`src/rtl/timer_bank_if.sv`:
```
// Core data-bus view of the timer bank: address, write strobe/data, read data and window hit.
interface timer_bank_if;
  logic [31:0] DataAdr;
  logic        MemWrite;
  logic [31:0] WriteData;
  logic [31:0] ReadData;
  logic        hit;

  modport master (output DataAdr, MemWrite, WriteData, input ReadData, hit);
  modport slave  (input DataAdr, MemWrite, WriteData, output ReadData, hit);
endinterface

```
`src/rtl/timer_bank.sv`:
```
// Memory-mapped bank of NUM_CH prescaled down-counters with sticky expiry flags and level irqs.
// Reads are combinational from the address; writes and counting take effect on the rising edge.
module timer_bank #(
  parameter int          NUM_CH    = 4,
  parameter int          WIDTH     = 32,
  parameter logic [31:0] BASE_ADDR = 32'h0000_0C00
) (
  input  logic              clk,
  input  logic              rst,
  timer_bank_if.slave       bus,
  output logic [NUM_CH-1:0] irq
);

  localparam logic [4:0] NCH5 = 5'(NUM_CH);

  logic [3:0]  ch_idx;
  logic [1:0]  reg_sel;
  logic        ch_ok;
  logic        wr_ok;
  logic [31:0] wdat;
  logic [31:0] rdata;
  logic        unused_adr;

  logic [NUM_CH-1:0] en_q, en_d, auto_q, auto_d, ie_q, ie_d, exp_q, exp_d;
  logic [NUM_CH-1:0] tick, sel;
  logic [7:0]        presc_q [NUM_CH];
  logic [7:0]        presc_d [NUM_CH];
  logic [7:0]        pcnt_q  [NUM_CH];
  logic [7:0]        pcnt_d  [NUM_CH];
  logic [WIDTH-1:0]  load_q  [NUM_CH];
  logic [WIDTH-1:0]  load_d  [NUM_CH];
  logic [WIDTH-1:0]  cnt_q   [NUM_CH];
  logic [WIDTH-1:0]  cnt_d   [NUM_CH];

  assign bus.hit    = (bus.DataAdr[31:8] == BASE_ADDR[31:8]);
  assign ch_idx     = bus.DataAdr[7:4];
  assign reg_sel    = bus.DataAdr[3:2];
  assign unused_adr = ^bus.DataAdr[1:0];
  assign ch_ok      = ({1'b0, ch_idx} < NCH5);
  assign wr_ok      = bus.MemWrite && bus.hit && ch_ok;
  assign wdat       = bus.WriteData;

  always_comb begin
    en_d   = en_q;
    auto_d = auto_q;
    ie_d   = ie_q;
    exp_d  = exp_q;
    tick   = '0;
    sel    = '0;
    for (int i = 0; i < NUM_CH; i++) begin
      presc_d[i] = presc_q[i];
      load_d[i]  = load_q[i];
      cnt_d[i]   = cnt_q[i];
      sel[i]     = wr_ok && (ch_idx == 4'(i));
      tick[i]    = en_q[i] && (pcnt_q[i] == presc_q[i]);
      pcnt_d[i]  = tick[i] ? 8'd0 : pcnt_q[i] + 8'd1;

      if (tick[i]) begin
        if (cnt_q[i] != '0) begin
          cnt_d[i] = cnt_q[i] - WIDTH'(1);
        end else begin
          exp_d[i] = 1'b1;
          if (auto_q[i]) cnt_d[i] = load_q[i];
          else           en_d[i]  = 1'b0;
        end
      end

      // CPU writes are applied after the tick so they override it on collision.
      if (sel[i]) begin
        case (reg_sel)
          2'd0: begin
            en_d[i]    = wdat[0];
            auto_d[i]  = wdat[1];
            ie_d[i]    = wdat[2];
            presc_d[i] = wdat[15:8];
            if (!en_q[i] && wdat[0]) pcnt_d[i] = 8'd0;
          end
          2'd1: begin
            load_d[i] = wdat[WIDTH-1:0];
            cnt_d[i]  = wdat[WIDTH-1:0];
            pcnt_d[i] = 8'd0;
          end
          2'd2: begin
            cnt_d[i]  = wdat[WIDTH-1:0];
            pcnt_d[i] = 8'd0;
          end
          default: begin
            if (wdat[0] && !(tick[i] && cnt_q[i] == '0)) exp_d[i] = 1'b0;
          end
        endcase
      end

      if (!en_d[i]) pcnt_d[i] = 8'd0;
    end
  end

  always_ff @(posedge clk) begin
    if (!rst) begin
      en_q   <= '0;
      auto_q <= '0;
      ie_q   <= '0;
      exp_q  <= '0;
      for (int i = 0; i < NUM_CH; i++) begin
        presc_q[i] <= '0;
        pcnt_q[i]  <= '0;
        load_q[i]  <= '0;
        cnt_q[i]   <= '0;
      end
    end else begin
      en_q   <= en_d;
      auto_q <= auto_d;
      ie_q   <= ie_d;
      exp_q  <= exp_d;
      for (int i = 0; i < NUM_CH; i++) begin
        presc_q[i] <= presc_d[i];
        pcnt_q[i]  <= pcnt_d[i];
        load_q[i]  <= load_d[i];
        cnt_q[i]   <= cnt_d[i];
      end
    end
  end

  always_comb begin
    rdata = '0;
    for (int i = 0; i < NUM_CH; i++) begin
      if (bus.hit && ch_idx == 4'(i)) begin
        case (reg_sel)
          2'd0:    rdata = {16'd0, presc_q[i], 5'd0, ie_q[i], auto_q[i], en_q[i]};
          2'd1:    rdata[WIDTH-1:0] = load_q[i];
          2'd2:    rdata[WIDTH-1:0] = cnt_q[i];
          default: rdata[0] = exp_q[i];
        endcase
      end
    end
  end

  assign bus.ReadData = rdata;
  assign irq          = exp_q & ie_q;

endmodule

```
`src/flat_wrapper.sv`:
```
// flat-port wrapper written by rule: the top's interface ports become plain ports
module timer_bank_flat 
#(
  parameter int          NUM_CH    = 4,
  parameter int          WIDTH     = 32,
  parameter logic [31:0] BASE_ADDR = 32'h0000_0C00
)
  (clk, rst, irq, bus_DataAdr, bus_MemWrite, bus_WriteData, bus_ReadData, bus_hit);
  timer_bank_if bus_i ();
  input  logic clk;
  input  logic rst;
  output logic [NUM_CH-1:0] irq;
  input wire logic [$bits(bus_i.DataAdr)-1:0] bus_DataAdr;
  input wire logic [$bits(bus_i.MemWrite)-1:0] bus_MemWrite;
  input wire logic [$bits(bus_i.WriteData)-1:0] bus_WriteData;
  output wire logic [$bits(bus_i.ReadData)-1:0] bus_ReadData;
  output wire logic [$bits(bus_i.hit)-1:0] bus_hit;
  assign bus_i.DataAdr = bus_DataAdr;
  assign bus_i.MemWrite = bus_MemWrite;
  assign bus_i.WriteData = bus_WriteData;
  assign bus_ReadData = bus_i.ReadData;
  assign bus_hit = bus_i.hit;
  timer_bank #(.NUM_CH(NUM_CH), .WIDTH(WIDTH), .BASE_ADDR(BASE_ADDR)) u_core (.clk(clk), .rst(rst), .bus(bus_i), .irq(irq));
endmodule
```
`config.mk`:
```
export PLATFORM = sky130hd
export DESIGN_NAME = timer_bank_flat
export DESIGN_NICKNAME = d
export VERILOG_FILES = /design/src/rtl/timer_bank_if.sv /design/src/rtl/timer_bank.sv /design/src/flat_wrapper.sv
export SDC_FILE = /design/constraint.sdc
export NUM_CORES = 1
export LEC_CHECK = 0
export BUFFER_PORTS_ARGS = -buffer_cell sky130_fd_sc_hd__buf_2
export CORE_MARGIN = 2
export CORE_UTILIZATION = 38
export CTS_BUF_LIST = sky130_fd_sc_hd__clkbuf_4
export CTS_CLUSTER_SIZE = 10
export DETAILED_ROUTE_END_ITERATION = 12
export GPL_ROUTABILITY_DRIVEN = 0
export PLACE_DENSITY_LB_ADDON = 0.12
export SYNTH_ARGS = -nofsm -noshare
export SYNTH_HDL_FRONTEND = slang
export SYNTH_SLANG_ARGS = --single-unit
```
`constraint.sdc`:
```
create_clock -name clk -period 3.45 [get_ports clk]
set_input_delay 0.345 -clock clk [delete_from_list [all_inputs] [get_ports clk]]
set_output_delay 0.345 -clock clk [all_outputs]
set_load 0.02 [all_outputs]
```
# Word level (Yosys, flattened, before mapping)
# Memory sizes are Yosys's and may differ from the RTL's.
# Cells that the tools add are included.
[word_totals] register_bits=16 ram_bits=320 input_bits=67 output_inout_bits=37 word_cells=226 n_memories=4
[classes] n_addsub=8 order_cmp=1 n_eq_ne=10 muxes=126 n_bitwise=17 n_reduce_logical=50
[mem_list] memory="u_core.cnt_q" words=4 width=32 read_ports=4 rd_ports_with_merged_regs=0 wr=4 line="timer_bank.sv:32" source="logic [WIDTH-1:0] cnt_q [NUM_CH];"
[mem_list] memory="u_core.load_q" words=4 width=32 read_ports=4 rd_ports_with_merged_regs=0 wr=4 line="timer_bank.sv:30" source="logic [WIDTH-1:0] load_q [NUM_CH];"
[mem_list] memory="u_core.pcnt_q" words=4 width=8 read_ports=4 rd_ports_with_merged_regs=0 wr=4 line="timer_bank.sv:28" source="logic [7:0] pcnt_q [NUM_CH];"
[mem_list] memory="u_core.presc_q" words=4 width=8 read_ports=4 rd_ports_with_merged_regs=0 wr=4 line="timer_bank.sv:26" source="logic [7:0] presc_q [NUM_CH];"
[op_table] op="two-way mux 32 bit" count=40
[op_table] op="one-hot mux 31 bit (3 select lines)" count=4
[op_table] op="two-way mux 8 bit" count=32
[op_table] op="logical NOT 32 bit" count=4
[op_table] op="nonzero test 32 bit" count=4
[op_table] op="subtractor 32 x 1 -> 32 bit, second input constant" count=4
[op_table] op="one-hot mux 8 bit (2 select lines)" count=4
[op_table] op="two-way mux 1 bit" count=42
[op_table] op="adder 8 x 1 -> 8 bit, second input constant" count=4
[op_table] op="== test 8 bit" count=4
[op_table] op="logical AND 1 bit" count=26
[op_table] op="== test 24 x 4 -> 1 bit, second input constant" count=1
[op_table] op="OR 1 bit" count=16
[op_table] op="one-hot mux 1 bit (3 select lines)" count=4
[op_table] op="== test 4 x 2 -> 1 bit, second input constant" count=2
[op_table] op="logical NOT 1 bit" count=8
[op_table] op="AND reduction 2 bit" count=4
[op_table] op="bitwise AND 4 bit" count=1
[op_table] op="== test 4 x 1 -> 1 bit, second input constant" count=1
[op_table] op="logical NOT 4 bit" count=1
[op_table] op="less-than comparator 4 x 3 -> 1 bit, second input constant" count=1
[op_table] op="OR reduction 3 bit" count=1
[op_table] op="== test 2 x 1 -> 1 bit, second input constant" count=1
[op_table] op="== test 2 bit, second input constant" count=1
[op_table] op="other kinds (2)" count=2

# Longest topological paths before layout
# Gate-level depths: netlist of run 1.
[depth] ltp_word=9 mapped_depth=12 depth_no_buf=9

# Least setup slack after synthesis of run 1
# No wires, ideal clock.
[synth_path] kind="register -> register" startpoint="memory u_core.cnt_q[1][0] (netlist: u_core.cnt_q[0][32])" endpoint="memory u_core.cnt_q[1][26] (netlist: u_core.cnt_q[0][58])" setup_ns=0.137 arrival_ns=2.660 required_ns=3.313 setup_slack_ns=0.652 path_stages_with_launch=11 n_path_buf=1 synth_period_minus_slack_ns=2.798 path_cell_list="dfxtp_1 > inv_1 > ha_1 > or4b_1 > buf_2 > or4_4 > or4_4 > nor3_2 > mux2_1 > nand2_1 > a31oi_1"
[synth_lines] element="from (decl)" line="timer_bank.sv:32"

# Worst setup path in the final report of run 1
[layout_path] startpoint="input port bus_DataAdr[20]" endpoint="output port bus_ReadData[7]"
[layout_between] elab_chain_len=9 word_cells_on_any_way=12 classes_between="1 x eq/ne; 7 x mux; 4 x reduce/logical"
[layout_rtl] element="from (decl)" line="flat_wrapper.sv:13" source="input wire logic [$bits(bus_i.DataAdr)-1:0] bus_DataAdr;"
[layout_rtl] element="== test 24 x 4 -> 1 bit *" line="timer_bank.sv:35" source="assign bus.hit = (bus.DataAdr[31:8] == BASE_ADDR[31:8]);"
[layout_rtl] element="logical AND 1 bit" line="timer_bank.sv:126" source="if (bus.hit && ch_idx == 4'(i)) begin"
[layout_rtl] element="two-way mux 32 bit" line="timer_bank.sv:126"
[layout_rtl] element="one-hot mux 31 bit (3 select lines)" line="timer_bank.sv:127" source="case (reg_sel)"
[layout_rtl] element="two-way mux 32 bit" line="timer_bank.sv:126"
[layout_rtl] element="one-hot mux 31 bit (3 select lines)" line="timer_bank.sv:127"
[layout_rtl] element="two-way mux 32 bit" line="timer_bank.sv:126"
[layout_rtl] element="one-hot mux 31 bit (3 select lines)" line="timer_bank.sv:127"
[layout_rtl] element="two-way mux 32 bit *" line="timer_bank.sv:126"
[layout_rtl] element="to (decl)" line="flat_wrapper.sv:16" source="output wire logic [$bits(bus_i.ReadData)-1:0] bus_ReadData;"
# Mark *: on every way between the ends. The rest lies on a longest branch, timed or not.

==> metrics.md, run 1 <==
| Metric | Value |
|---|---|
| Outcome | complete, no violations |
| Starting utilization of the core area | 38.59% |
| Number of enable-type register cells in the synthesized netlist | 0 |
| Top cells by area in the synthesized netlist | sky130_fd_sc_hd__dfxtp_1, sky130_fd_sc_hd__nand2_1, sky130_fd_sc_hd__o21ai_0 |
| Top flip-flop cell by instance count after synthesis | sky130_fd_sc_hd__dfxtp_1 |
| Routed vias/inst | ~6.4 |
| Design Power | 0.008523 W |
| DIE AREA | ~54000 µm² |
| Combined area of the multi-input logic cells | approximately 12000 µm² |
| Initial antenna violation count | 4 |
| Final critical-path required period | 3.304 ns |
| Setup slack after placement | 0.2410 ns |
| Mapped Area | ~20000 µm² |
| Sequential power share | 45.6% |
| Port-buffer cells | 101 |
| Leftover overflow at the end of global routing | 0 |
| Wirelength, routed | 92390 µm |
| Gate count after technology mapping | 2664 |
| First-pass GRT wire length | 134700 µm |
| Clock Skew | 0.05155 ns |
| Nets | 2885 |
| Internal Dissipation | 0.006095 W |
| Ratio of cells with drive above 1 in the final layout | 14.65% |
| Number of placement rows | 83 |
| Final max-slew violation count | 0 |
| Crit-path max FO | 10 |
| Master of the slowest instance on the critical path | sky130_fd_sc_hd__and4_1 |
| Max-Cap Viols | 0 |
| Vias in the first global route | around 21k |
| Most instantiated library cell after synthesis | sky130_fd_sc_hd__nand2_1 |
| Dominant cell type by area after synthesis | sky130_fd_sc_hd__dfxtp_1 |
| Commonest cells in the netlist | sky130_fd_sc_hd__nand2_1, sky130_fd_sc_hd__dfxtp_1, sky130_fd_sc_hd__nor2_1, sky130_fd_sc_hd__clkbuf_1, sky130_fd_sc_hd__o21ai_0 |
| Crit-path leading delay family | simple AND/OR/NAND/NOR gates |
| Number of non-filler instances in the completed layout | about 3.5k |
| Fraction of synthesized cell area taken by the top area cell type | around a third |
| Clk network pwr share | a little under half |
| Worst slew margin | 26.79% |
| Tot GR Track Use | 33.20% |
| Unrepaired setup endpoints after global routing | false |
| Asr flop ratio synth | 0% |
| H-tree depth | 3 |
| Critical path launch point | bus_DataAdr[20] |
| Die span in x | 232.9 µm |
| Fill cell count | 5266 |
| Maximum VDD drop | 0.1823 mV |
| Drt pass-1 iters | 7 |
| Register bit total from synthesis | 336 |
| Final setup TNS | 0 ns |
| Vertical die dimension | about 230 µm |
| Core Footprint | 51610 µm² |
| Highest clock rate | 302.7 MHz |
| Clock Tree Root | sky130_fd_sc_hd__clkbuf_4 |
| Cell Pwr Density | 369.3 nW/µm² |
| Total via count after detailed routing | 22.64k |
| TritonCTS clock tree | done |
| Routed len/inst | 26.03 µm |
| Io pins | around 100 |
| DP Wirelength | 62770 µm |
| Chain of cells forming the critical path | buf_2 > nor4_1 > and4_1 > nand2_1 > inv_2 > nand2_1 > buf_4 > o22ai_1 > o21ai_0 > o22ai_1 > buf_2 |
| Relative contribution of combinational cells to total power | 9.1% |
| Sequential cell area | 6726 µm² |
| Arrival time at the worst endpoint | 2.96 ns |
| Buffer depth of the longest clock path | 3 |
| Endpoint type of the worst setup path | output pin |
| Hold Startpoint | bus_DataAdr[5] |
| Slew @ Worst Pin | 1.098 ns |
| Data required, critical path | 3.11 ns |
| Cell Count Post-Placement | 3345 |
| Reg2Reg Launch Point | u_core.cnt_q[0][32] |
| Fraction of the cycle the final worst path needs | 95.75% |
| Final setup viols | 0 |
| Clock network latency to the later pin of the worst-skew pair | between 0.8 and 0.9 ns |
| Launching element type of the critical path | primary input |
| Clock-pin transition on the worst setup and hold timing paths | 0.06 ns |
| Average footprint of a synthesized cell | 7.476 µm² |
| Hold WC Path Type | primary input to flip-flop |
| Largest incremental delay on the critical path | 0.49 ns |
| Final hold violation count | 0 |
| CTS Buf Count | 100 |
| Critical path buffer and inverter count | 4 |
| Area growth, synth to finish | 15.90% |
| Area after DPL | around 22000 µm² |
| Sequential fraction of the synthesis area | around 34% |
| Num Clock Sinks | 336 |
| Number of remaining DRC errors | 0 |
| Final critical-path setup slack | 0.1465 ns |
| Number of nets with antenna violations after detailed routing | 0 |
| Number of distinct standard cells referenced by the synthesized netlist | 89 |
| Class of the most critical setup path | primary input to output pin |
| Switching Power | 0.002428 W |
| First DRT Iteration DRCs | approximately 3.2k |
| Total number of yosys warnings | 0 |
| Largest net degree at the start of global routing | 101 |
| Lkg Pwr | 7.967 nW |
| Area of all placed cells without fillers | between 20000 and 25000 µm² |
| Switching power share of the total | 28.49% |
| Syn Nets | ~2.7k |
[power by group through the flow]
| stage | Clock [W] | Combinational [W] | Sequential (W) |
|---|---|---|---|
| after floorplan | 0 | 0.000381 | 0.00397 |
| after global placement | 0 | 0.000707 | 0.00397 |
| after detailed placement | 0 | 0.000712 | 0.00398 |
| after CTS | 0.00393 | 0.000743 | 0.00389 |
| after global routing | 0.00412 | 0.000805 | 0.00389 |
| final | 0.00386 | 0.000773 | 0.00389 |
[cells in the final DEF (no fill, tap or decap), types with 40 or more instances in the layout]
master and count:
sky130_fd_sc_hd__buf_2 100, sky130_fd_sc_hd__dfxtp_1 336, sky130_fd_sc_hd__nor3_1 131, sky130_fd_sc_hd__nor2b_1 47, sky130_fd_sc_hd__nand2_1 409, sky130_fd_sc_hd__nor2_1 205
sky130_fd_sc_hd__nand3_1 76, sky130_fd_sc_hd__o22ai_1 75, sky130_fd_sc_hd__o21ai_0 169, sky130_fd_sc_hd__a222oi_1 45, sky130_fd_sc_hd__mux2i_1 46, sky130_fd_sc_hd__a22oi_1 70
sky130_fd_sc_hd__buf_4 116, sky130_fd_sc_hd__a21oi_1 112, sky130_fd_sc_hd__xnor2_1 40, sky130_fd_sc_hd__clkbuf_4 146, sky130_fd_sc_hd__a21boi_0 104, sky130_fd_sc_hd__a31oi_1 51
[worst paths after layout]
check / cells past startpoint / endpoint / slack [ns]
min reg2reg: 2 / u_core.load_q[0][73] / 0.47
max: 11 / bus_ReadData[7] / 0.15
max reg2reg: 9 / u_core.cnt_q[0][58] / 0.27
min: 4 / u_core.cnt_q[0][95] / 0.14
[per-stage QoR]
stage / utilization, % / hold WS [ns]
3_3_place_gp: 41.68 / 0.4532
4_1_cts: 44.68 / 0.07922
2_1_floorplan: - / 0.4422
6_report: 44.72 / 0.1446
5_1_grt: 44.72 / 0.1785
3_5_place_dp: 41.68 / 0.4612
[registers in the layout, summed over array words and instances, names as in the netlist]
signal	count
u_core.auto_q	4
u_core.presc_q	32
u_core.exp_q	4
u_core.cnt_q	128
u_core.load_q	128
u_core.ie_q	4
u_core.pcnt_q	32
u_core.en_q	4
[area by class of cell]
type	count	area share, %
clock inverters	22	0.4770
inverters	38	0.6180
repair buffers	258	8.071
diodes	2	0.02168
well taps	680	3.686
clock buffers	146	4.748
multi-input cells	2067	53.24
flip-flops and latches	336	29.14
[tightest hold or removal path, stage by stage]
cell and delay (ns):
sky130_fd_sc_hd__buf_2 0.14, sky130_fd_sc_hd__nand3_1 0.13, sky130_fd_sc_hd__buf_12 0.23, sky130_fd_sc_hd__o22ai_1 0.09
[what timing repair did]
item                       in CTS  in global routing
hold endpoints to repair      230                  0
buffers inserted                0                  0
gates resized for setup         0                  3
setup endpoints to repair       0                  3
hold buffers                   34                  0
[kinds of logic (layout without fill, tap and decap cells)]
| kind of cell | Yosys count | in the layout | synth area share (%) |
|---|---|---|---|
| AND/OR/NAND/NOR | 1080 | 1080 | 25.77 |
| AO/OA/AOI/OAI | 854 | 854 | 28.84 |
| flip-flops | 336 | 336 | 33.78 |
| buffers and inverters | 261 | 464 | 5.083 |
| XOR/XNOR | 64 | 64 | 2.815 |
| multiplexers | 52 | 52 | 2.651 |
| adder cells (fa/ha/maj) | 17 | 17 | 1.068 |
| other | 0 | 2 | 0 |
[metal layers]
metal	share of wire (%)	global-route usage, %	vias up
li1	-	-	10129
met1	42	45.95	10897
met2	41	47.23	1399
met3	13	10.04	214
met4	4.5	14.35	4
met5	0.025	0	-
No activity file was read; power rests on OpenSTA's default activity.
==> inputs of run 2 (changes only) <==
--- a/config.mk
+++ b/config.mk
@@ -5,6 +5,7 @@
 export SDC_FILE = /design/constraint.sdc
 export NUM_CORES = 1
 export LEC_CHECK = 0
+export ABC_AREA = 1
 export BUFFER_PORTS_ARGS = -buffer_cell sky130_fd_sc_hd__buf_2
 export CORE_MARGIN = 2
 export CORE_UTILIZATION = 38
==> constraint.sdc (replaced) <==
create_clock -name clk -period 3.3 [get_ports clk]
set_input_delay 0.33 -clock clk [delete_from_list [all_inputs] [get_ports clk]]
set_output_delay 0.33 -clock clk [all_outputs]
set_load 0.02 [all_outputs]
==> run 2 against run 1 <==
Critical path depth grew 3. Area after synthesis grew 19%. Power grew 2.6%. Synthesized cell count grew 54%. Largest power group is now the clock network.
==> metrics.md, run 2 <==
| Metric | Value |
|---|---|
| First DRT Iteration DRCs | 2792 (was 3228) |
| TritonCTS clock tree | done (unchanged) |
| Buffer depth of the longest clock path | 3 (unchanged) |
| Tot GR Track Use | 32.70% (was 33.20%) |
| First-pass GRT wire length | 158500 µm (was 134700 µm) |
| Syn Nets | 4195 (was 2748) |
| Compound-Gate Fraction of Synth Area | 21.23% (was 28.84%) |
| Largest incremental delay on the critical path | 0.57 ns (was 0.49 ns) |
| Hold WC Path Type | primary input to flip-flop (unchanged) |
| Routed vias/inst | 5.459 (was 6.380) |
| Crit-path leading delay family | buffers and inverters (was simple AND/OR/NAND/NOR gates) |
| Maximum VDD drop | 0.2016 mV (was 0.1823 mV) |
| Num Clock Sinks | 336 (unchanged) |
| Gate count after technology mapping | 4111 (was 2664) |
| Final max-slew violation count | 0 (unchanged) |
| Arrival time at the worst endpoint | 2.94 ns (was 2.96 ns) |
| Chain of cells forming the critical path | buf_2 > nor2_4 > dlygate4sd3_1 > nand2_1 > nor2_1 > buf_4 > nand4_1 > buf_4 > buf_12 > clkinvlp_4 > nand2_1 > nand3_1 > a21oi_1 > buf_2 (was buf_2 > nor4_1 > and4_1 > nand2_1 > inv_2 > nand2_1 > buf_4 > o22ai_1 > o21ai_0 > o22ai_1 > buf_2) |
| Slew @ Worst Pin | 1.120 ns (was 1.098 ns) |
| Asr flop ratio synth | 0% (unchanged) |
| Register bit total from synthesis | 336 (unchanged) |
| Starting utilization of the core area | 38.47% (was 38.59%) |
| Port-buffer cells | 101 (unchanged) |
| Area growth, synth to finish | 12.93% (was 15.90%) |
| Number of enable-type register cells in the synthesized netlist | 0 (unchanged) |
| Number of nets with antenna violations after detailed routing | 0 (unchanged) |
| Launching element type of the critical path | primary input (unchanged) |
| Sequential fraction of the synthesis area | 28.28% (was 33.78%) |
| Routed len/inst | 21.02 µm (was 26.03 µm) |
| Critical path buffer and inverter count | 7 (was 4) |
| Multiplexer fraction of the synthesized cell area | 0.04209% (was 2.651%) |
| Most frequent standard cell in the layout excluding fill and tap cells | sky130_fd_sc_hd__nand2_1 (unchanged) |
| Fraction of the cycle the final worst path needs | 99.16% |
| Data required, critical path | 2.97 ns (was 3.11 ns) |
| Number of distinct standard cells referenced by the synthesized netlist | 40 (was 89) |
| Die span in x | 254.2 µm (was 232.9 µm) |
| Max-Cap Viols | 0 (unchanged) |
| Average footprint of a synthesized cell | 5.785 µm² (was 7.476 µm²) |
| Vertical die dimension | 254.2 µm (was 232.9 µm) |
| Initial antenna violation count | 4 (unchanged) |
| Dominant cell type by area after synthesis | sky130_fd_sc_hd__dfxtp_1 (unchanged) |
| Worst slew margin | 25.09% (was 26.79%) |
| Basic-gate share of the synthesized area counting and, or, nand and nor cells | 35.12% (was 25.77%) |
| CTS Buf Count | 104 (was 100) |
| Top cells by area in the synthesized netlist | sky130_fd_sc_hd__dfxtp_1, sky130_fd_sc_hd__nand2_1, sky130_fd_sc_hd__nor2_1 (was sky130_fd_sc_hd__dfxtp_1, sky130_fd_sc_hd__nand2_1, sky130_fd_sc_hd__o21ai_0) |
| Total number of yosys warnings | 0 (unchanged) |
| Commonest cells after routing, fill and taps aside | sky130_fd_sc_hd__nand2_1, sky130_fd_sc_hd__nor2_1, sky130_fd_sc_hd__inv_1 (was sky130_fd_sc_hd__nand2_1, sky130_fd_sc_hd__dfxtp_1, sky130_fd_sc_hd__nor2_1) |
| Design Power | 0.008745 W (was 0.008523 W) |
| Ratio of cells with drive above 1 in the final layout | 8.661% (was 14.65%) |
| Top flip-flop cell by instance count after synthesis | sky130_fd_sc_hd__dfxtp_1 (unchanged) |
| Largest net degree at the start of global routing | 126 (was 101) |
| Layout Utilization | 43.44% (was 44.72%) |
| Class of the most critical setup path | primary input to output pin (unchanged) |
| Worst R2R Setup Slack | 0.71 ns (was 0.27 ns) |
| Leftover overflow at the end of global routing | 0 (unchanged) |
| Wirelength, routed | 108000 µm (was 92390 µm) |
| DIE AREA | 64600 µm² (was 54260 µm²) |
| Number of non-filler instances in the completed layout | 5136 (was 3549) |
| Final setup TNS | 0 ns (unchanged) |
| Number of remaining DRC errors | 0 (unchanged) |
| Fraction of synthesized cell area taken by the top area cell type | 28.28% (was 33.78%) |
| Outcome | complete, no violations (unchanged) |
| Final worst hold slack | 0.06805 ns (was 0.1446 ns) |
| Fill cell count | 7038 (was 5266) |
| Master of the slowest instance on the critical path | sky130_fd_sc_hd__dlygate4sd3_1 (was sky130_fd_sc_hd__and4_1) |
| DP Wirelength | 76100 µm (was 62770 µm) |
| Lkg Pwr | 12.26 nW (was 7.967 nW) |
| Io pins | 104 (unchanged) |
| Clock Tree Root | sky130_fd_sc_hd__clkbuf_4 (unchanged) |
| Post-Synth XOR/XNOR Area | 2.799% (was 2.815%) |
| Nets | 4304 (was 2885) |
| Mapped Area | 23780 µm² (was 19920 µm²) |
| Commonest cells in the netlist | sky130_fd_sc_hd__nand2_1, sky130_fd_sc_hd__nor2_1, sky130_fd_sc_hd__inv_1, sky130_fd_sc_hd__o21ai_0, sky130_fd_sc_hd__dfxtp_1 (was sky130_fd_sc_hd__nand2_1, sky130_fd_sc_hd__dfxtp_1, sky130_fd_sc_hd__nor2_1, sky130_fd_sc_hd__clkbuf_1, sky130_fd_sc_hd__o21ai_0) |
| Final setup viols | 0 (unchanged) |
| Drt pass-1 iters | 6 (was 7) |
| Dominant combinational cell family by area after synthesis | simple AND/OR/NAND/NOR gates (was compound AO/OA/AOI/OAI gates) |
| H-tree depth | 3 (unchanged) |
| Final critical-path required period | approximately 3.3 ns |
| Most instantiated library cell after synthesis | sky130_fd_sc_hd__nand2_1 (unchanged) |
| Clock Skew | 0.06591 ns (was 0.05155 ns) |
| Crit-path max FO | 29 (was 10) |
| Total via count after detailed routing | 28.04k (was 22.64k) |
| Core Footprint | 61830 µm² (was 51610 µm²) |
| Clock network latency to the later pin of the worst-skew pair | 0.92 ns (was 0.87 ns) |
| Highest clock rate | 305.6 MHz |
| Largest registers ranked by flip-flop count | u_core.cnt_q (128), u_core.load_q (128) (unchanged) |
| Cell Pwr Density | 325.6 nW/µm² (was 369.3 nW/µm²) |
| Clock-pin transition on the worst setup and hold timing paths | 0.07 ns (was 0.06 ns) |
| Final hold violation count | 0 (unchanged) |
| Vias in the first global route | 25.35k (was 20.69k) |
| Endpoint type of the worst setup path | output pin (unchanged) |
| Cell Count Post-Placement | 4914 (was 3345) |
| Number of placement rows | 91 (was 83) |
| Adder-Cell Fraction of Synth Area | 0.8944% (was 1.068%) |
-- run 2: per-stage QoR --
stage          area, µm²  setup slack, ns
6_report           26860          0.02784
3_5_place_dp       25220           0.2930
4_1_cts            26790          0.03625
5_1_grt            26860        -0.009544
3_3_place_gp       25220           0.3371
2_1_floorplan      23780           0.9036
-- run 2: logic make-up (layout without fill, tap and decap cells) --
kind of cell               after synthesis  in the layout
muxes                                    1              1
and+or+nand+nor                       2038           2038
adders and majority gates               17             17
other                                    0              4
buffers and inverters                  730            914
AOI/OAI and AO/OA                      913            913
DFF                                    336            336
xor gates and xnor gates                76             76
-- run 2: final cells by class --
class	count	area [µm²]	area share [%]
repair buffers	222	1600	5.958
diodes	4	10.01	0.03727
well taps	837	1047	3.899
inverters	511	1928	7.179
clock inverters	40	157.7	0.5870
flip-flops and latches	336	6731	25.06
multi-input cells	3045	14330	53.34
clock buffers	141	1059	3.941
-- run 2: worst paths after layout --
| check | startpoint | end | depth (start not counted) |
|---|---|---|---|
| worst max-delay path | bus_DataAdr[7] | bus_ReadData[2] | 14 |
| worst min-delay path | bus_DataAdr[5] | u_core.exp_q[2] | 6 |
| worst max register to register | u_core.presc_q[0][11] | u_core.pcnt_q[1][4] | 9 |
| worst min register to register | u_core.load_q[0][98] | u_core.load_q[0][98] | 2 |
-- run 2: layer usage --
| metal | track usage (%) | vias to the layer above | wire (µm) |
|---|---|---|---|
| met5 | 0 | - | 0 |
| met4 | 16.67 | 0 | 5787 |
| met3 | 6.716 | 266 | 9771 |
| met2 | 48.77 | 1271 | 45190 |
| met1 | 44.53 | 12830 | 47210 |
| li1 | - | 13671 | - |
-- run 2: report_power, final --
group	leakage, nW	internal [W]	switching, W
combinational	8.83	0.000130	0.000464
clock	0.721	0.00196	0.00213
sequential	2.71	0.00405	0.00000000000790
-- run 2: timing repair --
item	in CTS	in global routing
hold buffers	35	0
setup endpoints to repair	0	23
gates resized for setup	0	7
buffers inserted	0	1
endpoints found under the hold margin	196	0
-- run 2: tightest hold or removal path, delay by kind of cell --
kind / cells / cell delay (ns)
compound gates: 2 / 0.21
simple gates: 3 / 0.24
buf+inv: 1 / 0.14
